$ cat config.mk
export PLATFORM = sky130hd
export DESIGN_NAME = game_flow_ctrl
export DESIGN_NICKNAME = d
export VERILOG_FILES = /design/src/rtl/game_flow_ctrl.sv
export SDC_FILE = /design/constraint.sdc
export NUM_CORES = 1
export LEC_CHECK = 0
export CORE_MARGIN = 2
export CORE_UTILIZATION = 50
export CTS_BUF_LIST = sky130_fd_sc_hd__clkbuf_4 sky130_fd_sc_hd__clkbuf_8
export DETAILED_ROUTE_END_ITERATION = 7
export PLACE_DENSITY_LB_ADDON = 0.15
export SLEW_MARGIN = 20
export SYNTH_ARGS = -nofsm -noshare
export SYNTH_HDL_FRONTEND = slang
export SYNTH_SLANG_ARGS = --single-unit
$ cat constraint.sdc
create_clock -name clk -period 5.2 [get_ports clk]
set_input_delay 0.52 -clock clk [delete_from_list [all_inputs] [get_ports clk]]
set_output_delay 0.52 -clock clk [all_outputs]
set_load 0.05 [all_outputs]
$ cat src/rtl/game_flow_ctrl.sv
// game_flow_ctrl
//   Top-level game sequencer for the Dino runner. Runs the
//   IDLE -> RUNNING -> OVER_HOLD -> OVER_READY lifecycle. It generates the
//   start/over/clear pulses for the BCD score counter, enforces a restart
//   lock-out after a crash, tracks the session high score and derives a
//   speed level from the live score.
//
// Ports
//   clk, rst        system clock, asynchronous active-high reset
//   i_game_tick     60 Hz end-of-frame strobe (one clk wide)
//   i_jump_btn      debounced jump button level
//   i_collision     collision flag (level or pulse)
//   i_score[15:0]   live 4-digit BCD score, digit 3 in [15:12]
//   o_game_start    1-cycle pulse: score counter begins counting
//   o_game_over     1-cycle pulse: score counter stops
//   o_score_clr     1-cycle pulse clearing the score, coincident with start
//   o_running       high while RUNNING
//   o_state[1:0]    IDLE=00 RUNNING=01 OVER_HOLD=10 OVER_READY=11
//   o_high_score    best BCD score since power-up
//   o_new_record    set by a record-setting game over, cleared on next start
//   o_level[2:0]    speed level from score, saturating at MAX_LEVEL
module game_flow_ctrl #(
    parameter int OVER_HOLD_TICKS = 30,
    parameter int MAX_LEVEL       = 7
) (
    input  logic        clk,
    input  logic        rst,
    input  logic        i_game_tick,
    input  logic        i_jump_btn,
    input  logic        i_collision,
    input  logic [15:0] i_score,
    output logic        o_game_start,
    output logic        o_game_over,
    output logic        o_score_clr,
    output logic        o_running,
    output logic [1:0]  o_state,
    output logic [15:0] o_high_score,
    output logic        o_new_record,
    output logic [2:0]  o_level
);

    localparam int CW = (OVER_HOLD_TICKS > 1) ? $clog2(OVER_HOLD_TICKS + 1) : 1;

    typedef enum logic [1:0] {
        S_IDLE       = 2'b00,
        S_RUNNING    = 2'b01,
        S_OVER_HOLD  = 2'b10,
        S_OVER_READY = 2'b11
    } state_t;

    state_t          r_state;
    logic            r_btn_prev;
    logic [CW-1:0]   r_hold_cnt;
    logic            r_start;
    logic            r_over;
    logic            r_clr;
    logic            r_running;
    logic            r_over_d;
    logic [15:0]     r_high_score;
    logic            r_new_record;
    logic [2:0]      r_level;

    logic            w_press;
    logic [3:0]      w_thou;
    logic [3:0]      w_hund;
    logic [2:0]      w_level;

    assign w_press = i_jump_btn & ~r_btn_prev;
    assign w_thou  = i_score[15:12];
    assign w_hund  = i_score[11:8];
    // Hundreds digit below MAX_LEVEL always fits in 3 bits.
    assign w_level = ((w_thou != 4'd0) || (w_hund >= 4'(MAX_LEVEL))) ?
                     3'(MAX_LEVEL) : w_hund[2:0];

    always_ff @(posedge clk or posedge rst) begin
        if (rst) begin
            r_state      <= S_IDLE;
            // Starts at 1 so a button held through reset is not a press.
            r_btn_prev   <= 1'b1;
            r_hold_cnt   <= '0;
            r_start      <= 1'b0;
            r_over       <= 1'b0;
            r_clr        <= 1'b0;
            r_running    <= 1'b0;
            r_over_d     <= 1'b0;
            r_high_score <= 16'h0000;
            r_new_record <= 1'b0;
            r_level      <= 3'd0;
        end else begin
            r_btn_prev <= i_jump_btn;
            r_start    <= 1'b0;
            r_over     <= 1'b0;
            r_clr      <= 1'b0;
            r_over_d   <= r_over;
            r_level    <= w_level;

            // The counter may take one last tick during the game_over cycle,
            // so the record compare waits one more cycle for the final score.
            // BCD words compare correctly as plain unsigned integers.
            if (r_over_d && (i_score > r_high_score)) begin
                r_high_score <= i_score;
                r_new_record <= 1'b1;
            end

            case (r_state)
                S_IDLE, S_OVER_READY: begin
                    if (w_press) begin
                        r_state      <= S_RUNNING;
                        r_running    <= 1'b1;
                        r_start      <= 1'b1;
                        r_clr        <= 1'b1;
                        r_new_record <= 1'b0;
                        r_level      <= 3'd0;
                    end
                end
                S_RUNNING: begin
                    // Collision outranks any press in the same cycle.
                    if (i_collision) begin
                        r_state    <= S_OVER_HOLD;
                        r_running  <= 1'b0;
                        r_over     <= 1'b1;
                        r_hold_cnt <= CW'(OVER_HOLD_TICKS);
                    end
                end
                S_OVER_HOLD: begin
                    if (OVER_HOLD_TICKS == 0) begin
                        r_state <= S_OVER_READY;
                    end else if (i_game_tick) begin
                        r_hold_cnt <= r_hold_cnt - CW'(1);
                        if (r_hold_cnt <= CW'(1))
                            r_state <= S_OVER_READY;
                    end
                end
                default: begin
                    r_state   <= S_IDLE;
                    r_running <= 1'b0;
                end
            endcase
        end
    end

    assign o_game_start = r_start;
    assign o_game_over  = r_over;
    assign o_score_clr  = r_clr;
    assign o_running    = r_running;
    assign o_state      = r_state;
    assign o_high_score = r_high_score;
    assign o_new_record = r_new_record;
    assign o_level      = r_level;

endmodule

==> results.py, run 1 <==
metrics = {
    "route": {
        "drt-total-wl_um": 3720,
        "drc": 0,
        "drt_pass1_iterations": 5,
        "vias": 1346,
        "vias_per_cell": 5.10,
        "topRoutingLayerUsed": "met4",
        "wl_per_cell_um": 14.1,
        "wl_met2_um": 1800,
        "first_iter_violations": 69,
        "met3_length_um": 190,
        "drt-met1-wl_um": 1640,
        "postRouteAntennaNets": 0,
    },
    "cts": {
        "max-clock-path-buffers": 2,
        "clock_sinks": 32,
        "cts_root_buffer": "clkbuf_4",
        "htree_levels": 2,
        "worst_skew_pair.late_latency_ns": 0.35,
        "tritoncts": "yes",
        "clk_pin_slew_worst_paths_ns": 0.11,
        "post_cts_buffers": 0,
        "numCtsBuffers": 5,
        "post_cts_resized": 0,
        "cts-hold-fix-buffers": 0,
    },
    "yosys": {
        "synth_seq_area_share_pct": 44.6,
        "synthSimpleGateAreaFrac_pct": 11.6,
        "synth_cells": 165,
        "synth_cell_type_count": 35,
        "synthTopCellsByCount": "31 x dfrtp_1, 25 x inv_1, 20 x ha_1",
        "muxShareOfSynthArea_pct": 13.0,
        "synth_area_um2": 1800,
        "synth_top_area_cell": "dfrtp_1",
        "synth-xor-area-share_pct": 1.46,
        "syn_nets": 206,
        "postSynthAreaPerCell_um2": 10.9,
        "yosys_register_bits": 32,
        "ys_warn_count": 0,
        "synth_top_family_by_area": "adder cells",
        "synthArstFlopShare_pct": 100,
        "yosysTopAreaCellShare_pct": 43.1,
        "synth_edf_count": 0,
        "yosysMostFrequentCell": "dfrtp_1",
        "synth_area_leaders": "dfrtp_1 43%, ha_1 14%, mux2_4 7.5%",
        "synth_adder_area_share_pct": 13.9,
        "synth-compound-area-share_pct": 8.63,
        "synth_flop_cell": "dfrtp_1",
    },
    "floorplan": {
        "rows": 21,
        "pin_count": 47,
        "die_x_um": 64.0,
        "coreArea_um2": 3390,
        "die-area_um2": 4090,
        "die_h_um": 64.0,
        "start_util_pct": 53.0,
    },
    "timing": {
        "fin_crit_sh_pct": 56.6,
        "maxSlewViolCount": 0,
        "worstMarginPinSlew_ns": 0.715,
        "finalHoldViolations": 0,
        "rsz0062_at_grt": "no",
        "setup_viol": 0,
        "fmax_mhz": 340,
        "slew_headroom_pct": 52.3,
        "fin_skew_ns": 0.00945,
        "min_period_ns": 2.94,
        "setup_tns_ns": 0,
    },
    "min_path": {
        "holdCritStartpoint": "o_game_over$_DFF_PP0_",
        "hold_depth": 0,
        "hp-class": "flop to flop",
        "min_to": "r_over_d$_DFF_PP0_",
    },
    "critical_path": {
        "arrival_ns": 3.18,
        "crit_type": "primary input to flop",
        "start_kind": "primary input",
        "cp.required_ns": 5.44,
        "cp_max_fo": 17,
        "end_kind": "flop",
        "reg2reg_depth": 7,
        "reg2reg_to": "o_high_score[13]$_DFFE_PP0P_",
        "r2r_setup_slack_ns": 2.50,
        "regToRegStartpoint": "o_high_score[14]$_DFFE_PP0P_",
    },
    "status": {
        "status": "finished clean",
    },
    "power": {
        "p_sw_w": 0.000718,
        "peakVddDrop_v": 0.000305,
        "leakage_nw": 1.09,
        "power.density_nw_per_um2": 641,
        "comb_power_share_pct": 59.2,
        "p_clk_share_pct": 12.7,
        "pwr-share-seq_pct": 28.1,
        "intPower_w": 0.000805,
        "sw_frac_of_total_pct": 47.1,
    },
    "place": {
        "routabilityCongestion": 0.818,
        "port_buffers": 46,
        "dp_hpwl_um": 2850,
        "dp_cells": 256,
    },
    "finish": {
        "nNetsFinal": 258,
        "layout-area-overhead-vs-synth_pct": 32.2,
        "final_cells": 264,
        "layout-drive-gt1-share_pct": 13.8,
        "antennaDiodeCount": 0,
    },
    "global_routing": {
        "grt_pass1_wl_um": 6520,
        "grt_max_degree": 33,
        "grt_overflow": 0,
        "antenna_found_initial": 0,
        "grt_use_total_pct": 20.9,
        "grt_pass1_vias": 1441,
    },
    "job": {
        "maxCapViolCount": 0,
    },
}
-- cells in the final DEF (no fill, tap or decap), types with 3 or more instances in the layout --
| master | n |
|---|---|
| a21oi_1 | 8 |
| clkbuf_4 | 5 |
| clkdlybuf4s50_1 | 46 |
| dfrtp_1 | 31 |
| ha_1 | 20 |
| inv_1 | 25 |
| mux2_2 | 7 |
| mux2_4 | 9 |
| nand2_1 | 12 |
| nor2_1 | 14 |
| nor2b_1 | 3 |
| o21ai_0 | 5 |
-- flip-flops by register name (all words and copies together) (netlist names) --
register	count
o_game_over	1
o_high_score	16
o_level	3
o_new_record	1
o_running	1
o_score_clr	1
o_state	2
r_btn_prev	1
r_hold_cnt	5
r_over_d	1
-- cell families after synthesis --
group | Yosys count
adder cells (fa/ha/maj) | 20
buffers and inverters | 27
AO/OA/AOI/OAI | 23
flip-flops | 32
AND/OR/NAND/NOR | 42
multiplexers | 18
XOR/XNOR | 3
-- worst max-delay path, cell delays in order --
cell             delay (ns)
clkdlybuf4s50_1        0.46
ha_1                   0.33
nand4_2                0.14
or4_4                  0.51
a21o_1                 0.19
a31oi_4                0.60
mux2_2                 0.41
-- power by group through the flow --
stage / sequential, W / clock, W / combinational [W]
2_1_floorplan: 0.000722 / 0 / 0.000342
3_3_place_gp: 0.000425 / 0 / 0.000881
3_5_place_dp: 0.000434 / 0 / 0.000902
4_1_cts: 0.000430 / 0.000196 / 0.000906
5_1_grt: 0.000443 / 0.000212 / 0.000972
6_report: 0.000428 / 0.000193 / 0.000902
-- layout make-up --
type	instances	area, um2
clock buffers	5	37.5
clock inverters	3	42.5
fillers	252	1010
inverters	25	93.8
multi-input cells	106	875
flip-flops and latches	32	802
well taps	46	57.6
repair buffers	47	468
-- routing by layer --
layer / track usage (%) / vias up
li1: - / 664
met3: 4.93 / 9
met4: 11.1 / 0
met2: 33.7 / 37
met5: 0 / -
met1: 26.0 / 636
-- stage by stage --
| stage | area (um2) | power (W) | hold WS [ns] | setup slack, ns | util [%] |
|---|---|---|---|---|---|
| finish | 2380 | 0.00152 | 0.420 | 2.26 | 70.1 |
| CTS | 2380 | 0.00153 | 0.428 | 2.27 | 70.1 |
| global placement | 2300 | 0.00131 | 0.387 | 1.95 | 67.7 |
| floorplan | 1800 | 0.00106 | 0.484 | 2.50 | - |
| detailed placement | 2300 | 0.00134 | 0.403 | 1.89 | 67.7 |
| global route | 2380 | 0.00163 | 0.435 | 2.17 | 70.1 |
-- how the worst max path moves through the flow --
stage                              endpoint  slack [ns]                          from  depth (start not counted)
2_1_floorplan   o_high_score[0]$_DFFE_PP0P_        2.50  o_high_score[15]$_DFFE_PP0P_                          8
3_3_place_gp   o_high_score[14]$_DFFE_PP0P_        1.95                   i_score[15]                          7
3_5_place_dp    o_high_score[9]$_DFFE_PP0P_        1.89                   i_score[14]                          7
4_1_cts        o_high_score[13]$_DFFE_PP0P_        2.27                   i_score[14]                          7
5_1_grt        o_high_score[13]$_DFFE_PP0P_        2.17                   i_score[13]                          7
6_report       o_high_score[13]$_DFFE_PP0P_        2.26                   i_score[14]                          7
No activity file was read; power rests on OpenSTA's default activity.
==> inputs of run 2 (changes only) <==
- clock period: 5.2 -> 2.88 ns (I/O delays scaled with it)
==> run 2 against run 1 <==
Clock power grew 78%. Clock skew grew 0.00083 ns. Highest routed layer unchanged. Cell count grew 1.1%. Sequential power grew 82%. Routed wire length grew 6.9%. Setup slack lost 1.8 ns. Utilization grew 1.0 points. Critical path depth grew 1. Critical path type unchanged. Sequential share of layout area shrank 0.49 points.
==> results.py, run 2 (synthesized netlist as in run 1, its figures left out) <==
metrics = {
    "route": {
        "vias": 1353,
        "drc": 0,
        "drt-total-wl_um": 3980,
        "first_iter_violations": 37,
        "drt_pass1_iterations": 4,
        "vias_per_cell": 5.07,
        "wl_per_cell_um": 14.9,
        "postRouteAntennaNets": 0,
    },
    "job": {
        "maxCapViolCount": 0,
    },
    "floorplan": {
        "rows": 21,
        "start_util_pct": 53.0,
        "coreArea_um2": 3390,
        "die-area_um2": 4090,
        "die_x_um": 64.0,
        "die_h_um": 64.0,
        "pin_count": 47,
    },
    "timing": {
        "worstMarginPinSlew_ns": 0.521,
        "fin_skew_ns": 0.0103,
        "min_period_ns": 2.45,
        "rsz0062_at_grt": "no",
        "setup_tns_ns": 0,
        "maxSlewViolCount": 0,
        "fin_crit_sh_pct": 85.1,
        "fmax_mhz": 408,
        "setup_viol": 0,
        "finalHoldViolations": 0,
        "slew_headroom_pct": 65.2,
        "fin_ws_ns": 0.430,
        "whs_ns": 0.269,
    },
    "critical_path": {
        "crit_type": "primary input to flop",
        "cp_num_buf_inv": 2,
        "path_cells": "clkdlybuf4s50_1 -> ha_1 -> nand4_2 -> or4_4 -> a21o_1 -> a31oi_4 -> buf_12 -> mux2_2",
        "cp.required_ns": 3.11,
        "regToRegStartpoint": "o_high_score[15]$_DFFE_PP0P_",
        "arrival_ns": 2.68,
        "reg2reg_to": "o_high_score[11]$_DFFE_PP0P_",
        "cp_max_fo": 11,
        "critical-path-top-delay-family": "simple AND/OR/NAND/NOR gates",
        "start_kind": "primary input",
        "r2r_setup_slack_ns": 0.47,
        "crit_slowest_cell": "or4_4",
        "end_kind": "flop",
        "reg2reg_depth": 8,
        "slowest_delay_ns": 0.51,
    },
    "cts": {
        "max-clock-path-buffers": 2,
        "post_cts_resized": 0,
        "clock_sinks": 32,
        "clk_pin_slew_worst_paths_ns": 0.10,
        "tritoncts": "yes",
        "cts-hold-fix-buffers": 0,
        "worst_skew_pair.late_latency_ns": 0.34,
        "post_cts_buffers": 0,
        "numCtsBuffers": 5,
        "cts_root_buffer": "clkbuf_4",
        "htree_levels": 2,
    },
    "place": {
        "dpl-instance-area_um2": 2330,
        "port_buffers": 46,
        "place_ws_ns": 0.0952,
        "routabilityCongestion": 0.811,
        "dp_hpwl_um": 3210,
    },
    "status": {
        "status": "finished clean",
    },
    "power": {
        "p_clk_share_pct": 12.3,
        "comb_power_share_pct": 59.7,
        "p_sw_w": 0.00131,
        "intPower_w": 0.00148,
        "pwr-share-seq_pct": 28.0,
        "leakage_nw": 1.11,
        "peakVddDrop_v": 0.000610,
        "sw_frac_of_total_pct": 47.1,
        "power.density_nw_per_um2": 1160,
    },
    "finish": {
        "layout-drive-gt1-share_pct": 14.9,
        "antennaDiodeCount": 0,
        "layout_commonest_cell": "clkdlybuf4s50_1",
        "layout-area-overhead-vs-synth_pct": 34.1,
        "fillers": 246,
        "mostFrequentLayoutCells": "46 x clkdlybuf4s50_1, 31 x dfrtp_1, 25 x inv_1",
        "finalInstanceArea_um2": 2410,
        "utilization_pct": 71.1,
        "nNetsFinal": 261,
        "largest_reg_flops": 16,
    },
    "global_routing": {
        "grt_overflow": 0,
        "grt_max_degree": 20,
        "antenna_found_initial": 0,
        "grt_pass1_wl_um": 6750,
        "grt_pass1_vias": 1438,
        "grt_use_total_pct": 21.9,
    },
    "min_path": {
        "hp-class": "primary input to async pin",
    },
}
run 2: layout make-up:
type                            count  area (um2)  area share, %
Multi-Input combinational cell    106         875           36.3
Clock buffer                        5        37.5           1.56
Clock inverter                      3        42.5           1.76
Tap cell                           46        57.6           2.39
Inverter                           25        93.8           3.89
Timing Repair Buffer               50         503           20.9
Sequential cell                    32         802           33.3
run 2: how the worst max path moves through the flow:
stage,startpoint,to,cells after the start
after floorplan,o_high_score[15]$_DFFE_PP0P_,o_high_score[0]$_DFFE_PP0P_,8
after global placement,i_score[15],o_high_score[15]$_DFFE_PP0P_,8
final,i_score[14],o_high_score[11]$_DFFE_PP0P_,8
after global routing,o_high_score[5]$_DFFE_PP0P_,o_high_score[3]$_DFFE_PP0P_,9
after CTS,o_high_score[14]$_DFFE_PP0P_,o_high_score[2]$_DFFE_PP0P_,8
after detailed placement,i_score[14],o_high_score[2]$_DFFE_PP0P_,8
run 2: worst reg2reg max path, stage by stage (launching register included):
cell     delay (ns)
dfrtp_1        0.39
inv_1          0.05
ha_1           0.29
nand4_2        0.15
or4_4          0.51
a21o_1         0.19
a31oi_4        0.20
buf_12         0.17
mux2_2         0.34
run 2: layer usage:
metal | wire length, um | vias to the layer above | GRT usage [%]
met1 | 1750 | 645 | 25.7
met4 | 59 | 0 | 6.52
met5 | 0 | - | 0
met3 | 175 | 6 | 6.87
li1 | - | 667 | -
met2 | 1990 | 35 | 38.0
run 2: power groups by stage:
stage | sequential [W] | clock [W] | combinational [W]
2_1_floorplan | 0.00130 | 0 | 0.000618
3_3_place_gp | 0.000768 | 0 | 0.00162
3_5_place_dp | 0.000790 | 0 | 0.00167
4_1_cts | 0.000783 | 0.000352 | 0.00168
5_1_grt | 0.000806 | 0.000375 | 0.00178
6_report | 0.000781 | 0.000343 | 0.00167
run 2: metrics by stage:
step | total power, W | instances
global route | 0.00296 | 267
finish | 0.00279 | 267
floorplan | 0.00192 | 165
detailed placement | 0.00246 | 259
global placement | 0.00238 | 259
CTS | 0.00281 | 267
